File: src/rtl/mc_control_fsm_pkg.sv
// Shared definitions for the multi-cycle MIPS control unit: state encodings, opcodes,
// ALU/mux select encodings and error codes.
package mc_control_fsm_pkg;

  typedef enum logic [3:0] {
    S_FETCH      = 4'd0,
    S_DECODE     = 4'd1,
    S_MEM_ADDR   = 4'd2,
    S_MEM_READ   = 4'd3,
    S_MEM_WB     = 4'd4,
    S_MEM_WRITE  = 4'd5,
    S_EXECUTE    = 4'd6,
    S_R_COMPLETE = 4'd7,
    S_BRANCH     = 4'd8,
    S_JUMP       = 4'd9,
    S_ADDI_EXEC  = 4'd10,
    S_ADDI_WB    = 4'd11,
    S_ERROR      = 4'd15
  } state_t;

  localparam logic [5:0] OP_R    = 6'b000000;
  localparam logic [5:0] OP_LW   = 6'b100011;
  localparam logic [5:0] OP_SW   = 6'b101011;
  localparam logic [5:0] OP_BEQ  = 6'b000100;
  localparam logic [5:0] OP_J    = 6'b000010;
  localparam logic [5:0] OP_ADDI = 6'b001000;

  localparam logic [1:0] ALU_OP_ADD   = 2'b00;
  localparam logic [1:0] ALU_OP_SUB   = 2'b01;
  localparam logic [1:0] ALU_OP_FUNCT = 2'b10;

  localparam logic [1:0] ALUB_REG    = 2'b00;
  localparam logic [1:0] ALUB_FOUR   = 2'b01;
  localparam logic [1:0] ALUB_IMM    = 2'b10;
  localparam logic [1:0] ALUB_IMM_SH = 2'b11;

  localparam logic [1:0] PCSRC_ALU    = 2'b00;
  localparam logic [1:0] PCSRC_ALUOUT = 2'b01;
  localparam logic [1:0] PCSRC_JUMP   = 2'b10;

  localparam logic [1:0] ERR_NONE    = 2'b00;
  localparam logic [1:0] ERR_ILLEGAL = 2'b01;
  localparam logic [1:0] ERR_TIMEOUT = 2'b10;

endpackage

File: src/rtl/mc_control_fsm_mem_wait_timer.sv
// Consecutive not-ready cycle counter for memory states; flags the cycle on which
// the MAX_WAIT-th wait happens. MAX_WAIT = 0 disables the timeout.
module mem_wait_timer #(
  parameter int MAX_WAIT = 15
) (
  input  logic clk,
  input  logic rst_n,
  input  logic start,
  input  logic ready,
  output logic timeout
);

  localparam int CNT_W = (MAX_WAIT > 1) ? $clog2(MAX_WAIT) : 1;
  localparam logic [CNT_W-1:0] LAST_C = CNT_W'((MAX_WAIT > 0) ? (MAX_WAIT - 1) : 0);

  logic [CNT_W-1:0] cnt_r;

  // Wait counter: cleared on state entry or completion, saturates at the timeout point
  always_ff @(posedge clk or negedge rst_n) begin
    if (!rst_n) begin
      cnt_r <= '0;
    end else if (start || ready) begin
      cnt_r <= '0;
    end else if (cnt_r != LAST_C) begin
      cnt_r <= cnt_r + CNT_W'(1);
    end else begin
      cnt_r <= cnt_r;
    end
  end

  assign timeout = (MAX_WAIT != 0) && !ready && (cnt_r == LAST_C);

endmodule

File: src/rtl/mc_control_fsm.sv
// Multi-cycle MIPS main control FSM. Optional MC_INSTR_COUNT_EN adds a retired
// instruction counter output (instr_retired).
module mc_control_fsm
  import mc_control_fsm_pkg::*;
#(
  parameter int MAX_WAIT = 15,
  parameter int STATE_W  = 4
) (
  input  logic               clk,
  input  logic               rst_n,
  input  logic [5:0]         opcode,
  input  logic               mem_ready,
  output logic               pc_write,
  output logic               pc_write_cond,
  output logic               i_or_d,
  output logic               mem_read,
  output logic               mem_write,
  output logic               mem_to_reg,
  output logic               ir_write,
  output logic               reg_dst,
  output logic               reg_write,
  output logic               alu_src_a,
  output logic [1:0]         alu_src_b,
  output logic [1:0]         alu_Op,
  output logic [1:0]         pc_source,
  output logic [STATE_W-1:0] state,
  output logic [1:0]         err_code
`ifdef MC_INSTR_COUNT_EN
  ,
  output logic [31:0]        instr_retired
`endif
);

  state_t     state_r, state_next_s;
  logic [1:0] err_r, err_next_s;
  logic       timeout_s, start_s;
  logic       pc_write_s, pc_write_cond_s, i_or_d_s, mem_read_s, mem_write_s;
  logic       mem_to_reg_s, ir_write_s, reg_dst_s, reg_write_s, alu_src_a_s;
  logic [1:0] alu_src_b_s, alu_op_s, pc_source_s;

  // Every entry into a memory state comes from a different state, so a state change restarts the count
  assign start_s = (state_next_s != state_r);

  mem_wait_timer #(.MAX_WAIT(MAX_WAIT)) u_wait_timer (
    .clk     (clk),
    .rst_n   (rst_n),
    .start   (start_s),
    .ready   (mem_ready),
    .timeout (timeout_s)
  );

  // State and sticky error registers
  always_ff @(posedge clk or negedge rst_n) begin
    if (!rst_n) begin
      state_r <= S_FETCH;
      err_r   <= ERR_NONE;
    end else begin
      state_r <= state_next_s;
      err_r   <= err_next_s;
    end
  end

  // Next-state and strobe decode
  always_comb begin
    state_next_s    = state_r;
    err_next_s      = err_r;
    pc_write_s      = 1'b0;
    pc_write_cond_s = 1'b0;
    i_or_d_s        = 1'b0;
    mem_read_s      = 1'b0;
    mem_write_s     = 1'b0;
    mem_to_reg_s    = 1'b0;
    ir_write_s      = 1'b0;
    reg_dst_s       = 1'b0;
    reg_write_s     = 1'b0;
    alu_src_a_s     = 1'b0;
    alu_src_b_s     = ALUB_REG;
    alu_op_s        = ALU_OP_ADD;
    pc_source_s     = PCSRC_ALU;
    case (state_r)
      S_FETCH: begin
        mem_read_s  = 1'b1;
        alu_src_b_s = ALUB_FOUR;
        ir_write_s  = mem_ready;
        pc_write_s  = mem_ready;
        if (mem_ready) begin
          state_next_s = S_DECODE;
        end else if (timeout_s) begin
          state_next_s = S_ERROR;
          err_next_s   = ERR_TIMEOUT;
        end else begin
          state_next_s = S_FETCH;
        end
      end
      S_DECODE: begin
        alu_src_b_s = ALUB_IMM_SH;
        case (opcode)
          OP_LW, OP_SW: state_next_s = S_MEM_ADDR;
          OP_R:         state_next_s = S_EXECUTE;
          OP_BEQ:       state_next_s = S_BRANCH;
          OP_J:         state_next_s = S_JUMP;
          OP_ADDI:      state_next_s = S_ADDI_EXEC;
          default: begin
            state_next_s = S_ERROR;
            err_next_s   = ERR_ILLEGAL;
          end
        endcase
      end
      S_MEM_ADDR: begin
        alu_src_a_s = 1'b1;
        alu_src_b_s = ALUB_IMM;
        if (opcode == OP_SW) begin
          state_next_s = S_MEM_WRITE;
        end else begin
          state_next_s = S_MEM_READ;
        end
      end
      S_MEM_READ, S_MEM_WRITE: begin
        i_or_d_s    = 1'b1;
        mem_read_s  = (state_r == S_MEM_READ);
        mem_write_s = (state_r == S_MEM_WRITE);
        if (mem_ready) begin
          state_next_s = (state_r == S_MEM_READ) ? S_MEM_WB : S_FETCH;
        end else if (timeout_s) begin
          state_next_s = S_ERROR;
          err_next_s   = ERR_TIMEOUT;
        end else begin
          state_next_s = state_r;
        end
      end
      S_MEM_WB: begin
        reg_write_s  = 1'b1;
        mem_to_reg_s = 1'b1;
        state_next_s = S_FETCH;
      end
      S_EXECUTE: begin
        alu_src_a_s  = 1'b1;
        alu_op_s     = ALU_OP_FUNCT;
        state_next_s = S_R_COMPLETE;
      end
      S_R_COMPLETE: begin
        reg_dst_s    = 1'b1;
        reg_write_s  = 1'b1;
        state_next_s = S_FETCH;
      end
      S_BRANCH: begin
        alu_src_a_s     = 1'b1;
        alu_op_s        = ALU_OP_SUB;
        pc_write_cond_s = 1'b1;
        pc_source_s     = PCSRC_ALUOUT;
        state_next_s    = S_FETCH;
      end
      S_JUMP: begin
        pc_write_s   = 1'b1;
        pc_source_s  = PCSRC_JUMP;
        state_next_s = S_FETCH;
      end
      S_ADDI_EXEC: begin
        alu_src_a_s  = 1'b1;
        alu_src_b_s  = ALUB_IMM;
        state_next_s = S_ADDI_WB;
      end
      S_ADDI_WB: begin
        reg_write_s  = 1'b1;
        state_next_s = S_FETCH;
      end
      S_ERROR: begin
        state_next_s = S_ERROR;
      end
      default: begin
        state_next_s = S_ERROR;
        err_next_s   = ERR_ILLEGAL;
      end
    endcase
  end

  // Reset gates the strobes so nothing (not even the Mealy FETCH terms) fires while rst_n is low
  assign pc_write      = pc_write_s & rst_n;
  assign pc_write_cond = pc_write_cond_s & rst_n;
  assign i_or_d        = i_or_d_s & rst_n;
  assign mem_read      = mem_read_s & rst_n;
  assign mem_write     = mem_write_s & rst_n;
  assign mem_to_reg    = mem_to_reg_s & rst_n;
  assign ir_write      = ir_write_s & rst_n;
  assign reg_dst       = reg_dst_s & rst_n;
  assign reg_write     = reg_write_s & rst_n;
  assign alu_src_a     = alu_src_a_s & rst_n;
  assign alu_src_b     = alu_src_b_s & {2{rst_n}};
  assign alu_Op        = alu_op_s & {2{rst_n}};
  assign pc_source     = pc_source_s & {2{rst_n}};
  assign state         = STATE_W'(state_r);
  assign err_code      = err_r;

`ifdef MC_INSTR_COUNT_EN
  logic        retire_s;
  logic [31:0] instr_cnt_r;

  assign retire_s = (state_next_s == S_FETCH) && (state_r != S_FETCH);

  // Retired instruction counter; ERROR never returns to FETCH so it cannot count there
  always_ff @(posedge clk or negedge rst_n) begin
    if (!rst_n) begin
      instr_cnt_r <= 32'd0;
    end else if (retire_s) begin
      instr_cnt_r <= instr_cnt_r + 32'd1;
    end else begin
      instr_cnt_r <= instr_cnt_r;
    end
  end

  assign instr_retired = instr_cnt_r;
`endif

endmodule

File: config.mk
export PLATFORM = sky130hd
export DESIGN_NAME = mc_control_fsm
export DESIGN_NICKNAME = d
export VERILOG_FILES = /design/src/rtl/mc_control_fsm_pkg.sv /design/src/rtl/mc_control_fsm_mem_wait_timer.sv /design/src/rtl/mc_control_fsm.sv
export SDC_FILE = /design/constraint.sdc
export NUM_CORES = 1
export LEC_CHECK = 0
export ABC_AREA = 1
export CORE_MARGIN = 2
export CORE_UTILIZATION = 25
export CTS_CLUSTER_SIZE = 12
export DETAILED_ROUTE_END_ITERATION = 6
export GPL_TIMING_DRIVEN = 0
export PLACE_DENSITY = 0.43
export SLEW_MARGIN = 10
export SYNTH_ARGS = -nofsm -noshare
export SYNTH_HDL_FRONTEND = slang
export SYNTH_SLANG_ARGS = --single-unit
File: constraint.sdc
create_clock -name clk -period 2.2 [get_ports clk]
set_input_delay 0.22 -clock clk [delete_from_list [all_inputs] [get_ports clk]]
set_output_delay 0.22 -clock clk [all_outputs]
set_load 0.03 [all_outputs]
# Yosys cells after proc, flatten, opt, wreduce, memory -nomap -nowiden
# Cells that the tools add are included.
totals:
  in_bits: 9
  reg_bits: 10
op_classes:
  addsub: 1
  eq_ne: 23
  reduce_logical: 16
  bitwise_logic: 14
  muxes: 27
ops:
  columns: ["operator", "count"]
  rows:
  - ["$pmux W4 S7", 1]
  - ["$eq A4 B4 Y1 const B", 6]
  - ["$mux W4", 6]
  - ["$pmux W4 S5", 1]
  - ["$eq A4 B3 Y1 const B", 4]
  - ["$eq A6 B6 Y1 const B", 2]
  - ["$pmux W2 S3", 2]
  - ["$and A1 B1 Y1", 10]
  - ["$reduce_or A9 Y1", 1]
  - ["$eq A4 B2 Y1 const B", 2]
  - ["$mux W1", 8]
  - ["$pmux W2 S2", 2]
  - ["$and A2 B2 Y2", 3]
  - ["$eq A6 B2 Y1 const B", 1]
  - ["$eq A6 B3 Y1 const B", 1]
  - ["$eq A6 B4 Y1 const B", 1]
  - ["$logic_not A6 Y1", 1]
  - ["$mux W2", 3]
  - ["$mux W3", 2]
  - ["$reduce_or A2 Y1", 3]
  - ["$reduce_or A3 Y1", 2]
  - ["$reduce_or A6 Y1", 1]
  - ["$reduce_or A5 Y1", 1]
  - ["$add A4 B1 Y4 const B", 1]
  - ["14 further kinds", 16]

# Depth between registers and ports, before layout
logic_depth:
  depth_word: 8
  ltp_mapped: 12
  depth_no_buf: 12

# Modules after synthesis
# From an unflattened synthesis, not the netlist that was laid out.
unflattened:
  cells_unflattened: 183
  hier_area_um2: 1077.3
by_module_without_submodules:
  columns: ["mod", "area_each_um2", "cells_per_inst", "seq_area_each_um2", "n_inst"]
  rows:
  - ["mc_control_fsm", 832.0, 148, 150.1, 1]
  - ["mem_wait_timer", 245.2, 35, 100.1, 1]

# Least setup slack after synthesis
# OpenSTA, ideal clock, no wires.
synth_timing:
  path_kind: "register -> output"
  start: "register state_r[3], in the netlist state[3]"
  end: "output alu_src_a"
  slack_ns: -0.442
  path_stages_with_launch: 3
  t_arrival_ns: 2.422
  cell_sequence: "dfrtp_1 > inv_2 > a2111oi_0"
synth_via:
  elab_chain_len: 4
synth_lines:
  columns: ["element", "line_no", "text"]
  rows:
  - ["start: declaration", "mc_control_fsm.sv:34", "state_t state_r, state_next_s;"]
  - ["start signal: assignment", "mc_control_fsm.sv:58", "state_r <= state_next_s;"]
  - ["$eq A4 B2 Y1, or another cell as far along", "mc_control_fsm.sv:80", "case (state_r)"]
  - ["$reduce_or A4 Y1 (no line) *", null, null]
  - ["$mux W1 *", "mc_control_fsm.sv:80", null]
  - ["$and A1 B1 Y1 *", "mc_control_fsm.sv:187", "assign alu_src_a = alu_src_a_s & rst_n;"]
  - ["end: declaration", "mc_control_fsm.sv:22", "output logic alu_src_a,"]
# Every way passes the cells marked *; elsewhere a longest branch is shown, timed or not.

# Final worst setup path
layout_timing:
  start: "register state_r[0], in the netlist state[0]"
  end: "output alu_Op[1]"
layout_via:
  elab_chain_len: 3
layout_lines:
  columns: ["element", "line_no", "text"]
  rows:
  - ["$eq A4 B4 Y1 / $eq A4 B3 Y1 (equally long branches)", "mc_control_fsm.sv:80", null]
  - ["$pmux W2 S2 *", "mc_control_fsm.sv:80", null]
  - ["$and A2 B2 Y2 *", "mc_control_fsm.sv:189", "assign alu_Op = alu_op_s & {2{rst_n}};"]
  - ["end: declaration", "mc_control_fsm.sv:24", "output logic [1:0] alu_Op,"]
# Marked as above.

==> results_tabular.tex <==
\begin{tabular}{lr}
\hline
Metric & Value \\
\hline
\multicolumn{2}{l}{\textbf{Run status}} \\
Outcome & completed \\
\multicolumn{2}{l}{\textbf{Logic synthesis}} \\
Dominant combinational cell family by area after synthesis & simple AND/OR/NAND/NOR gates \\
Mapped Area & roughly 1100 um\^{}2 \\
Post-Synthesis Net Count & about 180 \\
Area fraction in compound gates after synthesis & 0.116 \\
Post-Synth XOR/XNOR Area & 0.0163 \\
Multiplexer area fraction after synthesis & 0 \\
Synthesized area per cell & 6.40 um\^{}2 \\
Cells after Synth & between 150 and 200 \\
Sequential fraction of the synthesis area & 0.233 \\
Ys Warns & 0 \\
Post-synthesis register bit count & 10 \\
Simple-gate share of the synthesized area & 0.499 \\
Post-synthesis cell type count & 28 \\
Adder-cell area share of the yosys netlist & 0.0233 \\
\multicolumn{2}{l}{\textbf{Cells and area}} \\
Final instance count without filler cells & around 250 \\
Fillers & 438 \\
Layout overhead on the synthesized area & 40.2\% \\
Share of the core filled with cells & 0.372 \\
Fraction of layout instances using a drive strength above 1 & 0.218 \\
Final net count & roughly 220 \\
Post-Layout Inst Area & between 1500 and 2000 um\^{}2 \\
Antenna Diode Count & 0 \\
\multicolumn{2}{l}{\textbf{STA}} \\
Final worst-path cycle share & 0.941 \\
Worst hold-check slack & between 0.4 and 0.5 ns \\
Number of setup violations in the final report & 0 \\
Total Negative Setup Slacks & 0 ns \\
Number of endpoints with negative hold slack in the final report & 0 \\
Crit path time final & 2.07 ns \\
Slew @ Worst Pin & approximately 0.53 ns \\
Setup repair after global routing missed its margin & no \\
Number of max-slew violations in the final report & 0 \\
Fmax & 0.483 GHz \\
Skew final & between 0.004 and 0.005 ns \\
Tightest slew margin relative to the limit & 0.646 \\
Final worst slack & 0.129 ns \\
\multicolumn{2}{l}{\textbf{Clock network}} \\
Num CTS Buffers & 3 \\
Clock transition at path regs & 0.05 ns \\
Longest Clk Path Bufs & 2 \\
Clock root buffer & clkbuf\_8 \\
Post-CTS setup repair buffer count & 0 \\
Count of clock tree sinks & 10 \\
TritonCTS clock tree & yes \\
Insertion delay to the later sink of the worst-skew pair & between 0.2 and 0.25 ns \\
H-tree level count & 1 \\
\multicolumn{2}{l}{\textbf{Worst setup path}} \\
Critical-path cell list & buf\_2 > nor2\_2 > nand2\_1 > nor2\_1 > clkdlybuf4s50\_1 \\
Critical Path End Type & output port \\
Data required time at the worst endpoint & 1.98 ns \\
Maximum fanout along the worst path & 10 \\
Crit path arrival time & about 1.9 ns \\
Delay of the slowest cell on the worst path & 0.67 ns \\
Startpoint type of the worst setup path & flop \\
Critical-path cell with the highest stage delay & clkdlybuf4s50\_1 \\
Crit Path Class & flop to output port \\
\multicolumn{2}{l}{\textbf{Global route}} \\
Maximum number of pins on one net before global-route repair & 11 \\
Total global routing track utilization & 0.128 \\
Vias in the first global route & about 1.1k \\
First-pass GRT wire length & 5.06 mm \\
Final global-route overflow total & 0 \\
Initial antenna violation count & 0 \\
\multicolumn{2}{l}{\textbf{Detailed routing}} \\
Router iterations before antenna repair & 4 \\
Via-per-instance ratio & 4.67 \\
Wire length reported by the detailed router & between 3 and 4 mm \\
Vias & 1177 \\
Drc violations & 0 \\
Number of design-rule violations left by the first detailed-router iteration & 47 \\
Routed wire length per instance & 11.9 um \\
Count of antenna-violating nets left after detailed routing & 0 \\
\multicolumn{2}{l}{\textbf{Floorplanning}} \\
Top-level port count & 31 \\
Row count & 23 \\
Die Span Y & 69.6 um \\
Area of the die & a little under 5000 um\^{}2 \\
Die X & around 70 um \\
Core ar. & 4060 um\^{}2 \\
Initial standard-cell utilization of the core & 0.265 \\
\multicolumn{2}{l}{\textbf{Job}} \\
Max Cap Violations & 0 \\
\multicolumn{2}{l}{\textbf{Placed design}} \\
Hpwl dp & 2.49 mm \\
Worst setup timing slack at the placement stage & -0.446 ns \\
Placed insts & around 250 \\
Count of buffers from port buffering & 30 \\
Final weighted congestion in routability-driven placement & 0.785 \\
Placed inst area & roughly 1400 um\^{}2 \\
\multicolumn{2}{l}{\textbf{Pwr}} \\
Leak & around 0.84 nW \\
Peak supply drop & roughly 540 uV \\
Total power of the final layout & roughly 1.9 mW \\
Power density over the cells & 1260 nW/um\^{}2 \\
\multicolumn{2}{l}{\textbf{Worst hold path}} \\
Hold Crit Class & flop to flop \\
\hline
\end{tabular}
-- layout make-up --
type / count / area, um^2 / area share
Timing Repair Buffer: 31 / 318 / 0.211
Buffer: 5 / 35.0 / 0.0232
Clock buffer: 3 / 41.3 / 0.0274
Multi-Input combinational cell: 130 / 714 / 0.473
Sequential cell: 10 / 251 / 0.167
Inverter: 23 / 86.3 / 0.0572
Tap cell: 50 / 62.6 / 0.0415
-- cells by family (layout without fill, tap and decap cells) --
| logic type | count (synthesis) | after routing |
|---|---|---|
| AO/OA/AOI/OAI | 22 | 22 |
| XOR/XNOR | 2 | 2 |
| adder cells (fa/ha/maj) | 2 | 2 |
| buffers and inverters | 28 | 62 |
| flip-flops | 10 | 10 |
| AND/OR/NAND/NOR | 104 | 104 |
-- sequential cells by signal, summed over array words and instances (netlist names) --
name,cells
err_code,2
state,4
u_wait_timer.cnt_r,4
-- cells in the mapped netlist --
cell type	count	share of area
a211oi_1	1	0.0070
a31oi_1	1	0.0058
buf_2	1	0.0046
nor4_1	1	0.0058
o21ai_1	1	0.0046
inv_2	4	0.014
nor2_2	6	0.035
nor2_4	3	0.031
a21oi_1	8	0.037
nand3_2	5	0.047
buf_6	1	0.010
nand3_1	12	0.056
nand2_2	7	0.041
xor2_1	2	0.016
a21oi_2	2	0.016
nand2_1	40	0.14
a2111oi_0	1	0.0081
dfrtp_1	10	0.23
inv_1	19	0.066
o21ai_0	8	0.037
nor2_1	20	0.070
nor3_2	4	0.037
nand4_1	3	0.017
clkbuf_1	1	0.0035
nand2_4	1	0.010
nor3_1	2	0.0093
buf_4	2	0.014
ha_1	2	0.023
-- routing by layer --
| layer | track usage | share of wire |
|---|---|---|
| met1 | 0.161 | 0.46 |
| met2 | 0.224 | 0.49 |
| met3 | 0.0189 | 0.043 |
| met4 | 0.0392 | 0.0033 |
| met5 | 0 | 0 |
-- final timing paths --
check | startpoint | end | slack (ns) | cells past startpoint
max | state[0] | alu_Op[1] | 0.13 | 5
min in group asynchronous | rst_n | state[1] | 0.64 | 2
min | err_code[1] | err_code[1] | 0.49 | 2
max in group asynchronous | rst_n | state[3] | 1.18 | 2
min reg2reg | err_code[1] | err_code[1] | 0.49 | 2
max reg2reg | u_wait_timer.cnt_r[0] | u_wait_timer.cnt_r[2] | 0.31 | 11
-- worst max-delay path, delay by kind of cell (launching register included) --
family                 cells  cell delay (ns)
buffers and inverters      2             0.86
flip-flops                 1             0.37
AND/OR/NAND/NOR            3             0.39
-- cells in the final DEF (no fill, tap or decap), drive strengths merged --
cell type,n
nand2,48
nor2,29
inv,23
clkdlybuf4s50,17
nand3,17
dfrtp,10
a21oi,10
o21ai,9
dlymetal6s2s,6
nor3,6
dlygate4sd2,5
buf,5
clkbuf,4
nand4,3
xor2,2
ha,2
nor4,1
a2111oi,1
a31oi,1
a211oi,1
dlygate4sd3,1
clkdlybuf4s15,1
-- what timing repair did --
action	4_1_cts	5_1_grt
endpoints found under the hold margin	10	0
pin swaps	0	0
hold buffers	1	0
resized for setup	10	7
endpoints found under the setup margin	16	7
-- power breakdown --
group          internal [mW]  leakage, nW  switching, mW
Sequential             0.253        0.129         0.0612
Clock                  0.120       0.0216         0.0678
Combinational          0.483        0.693          0.923
Total                  0.856        0.843           1.05
(Power assumes the default switching activity.)
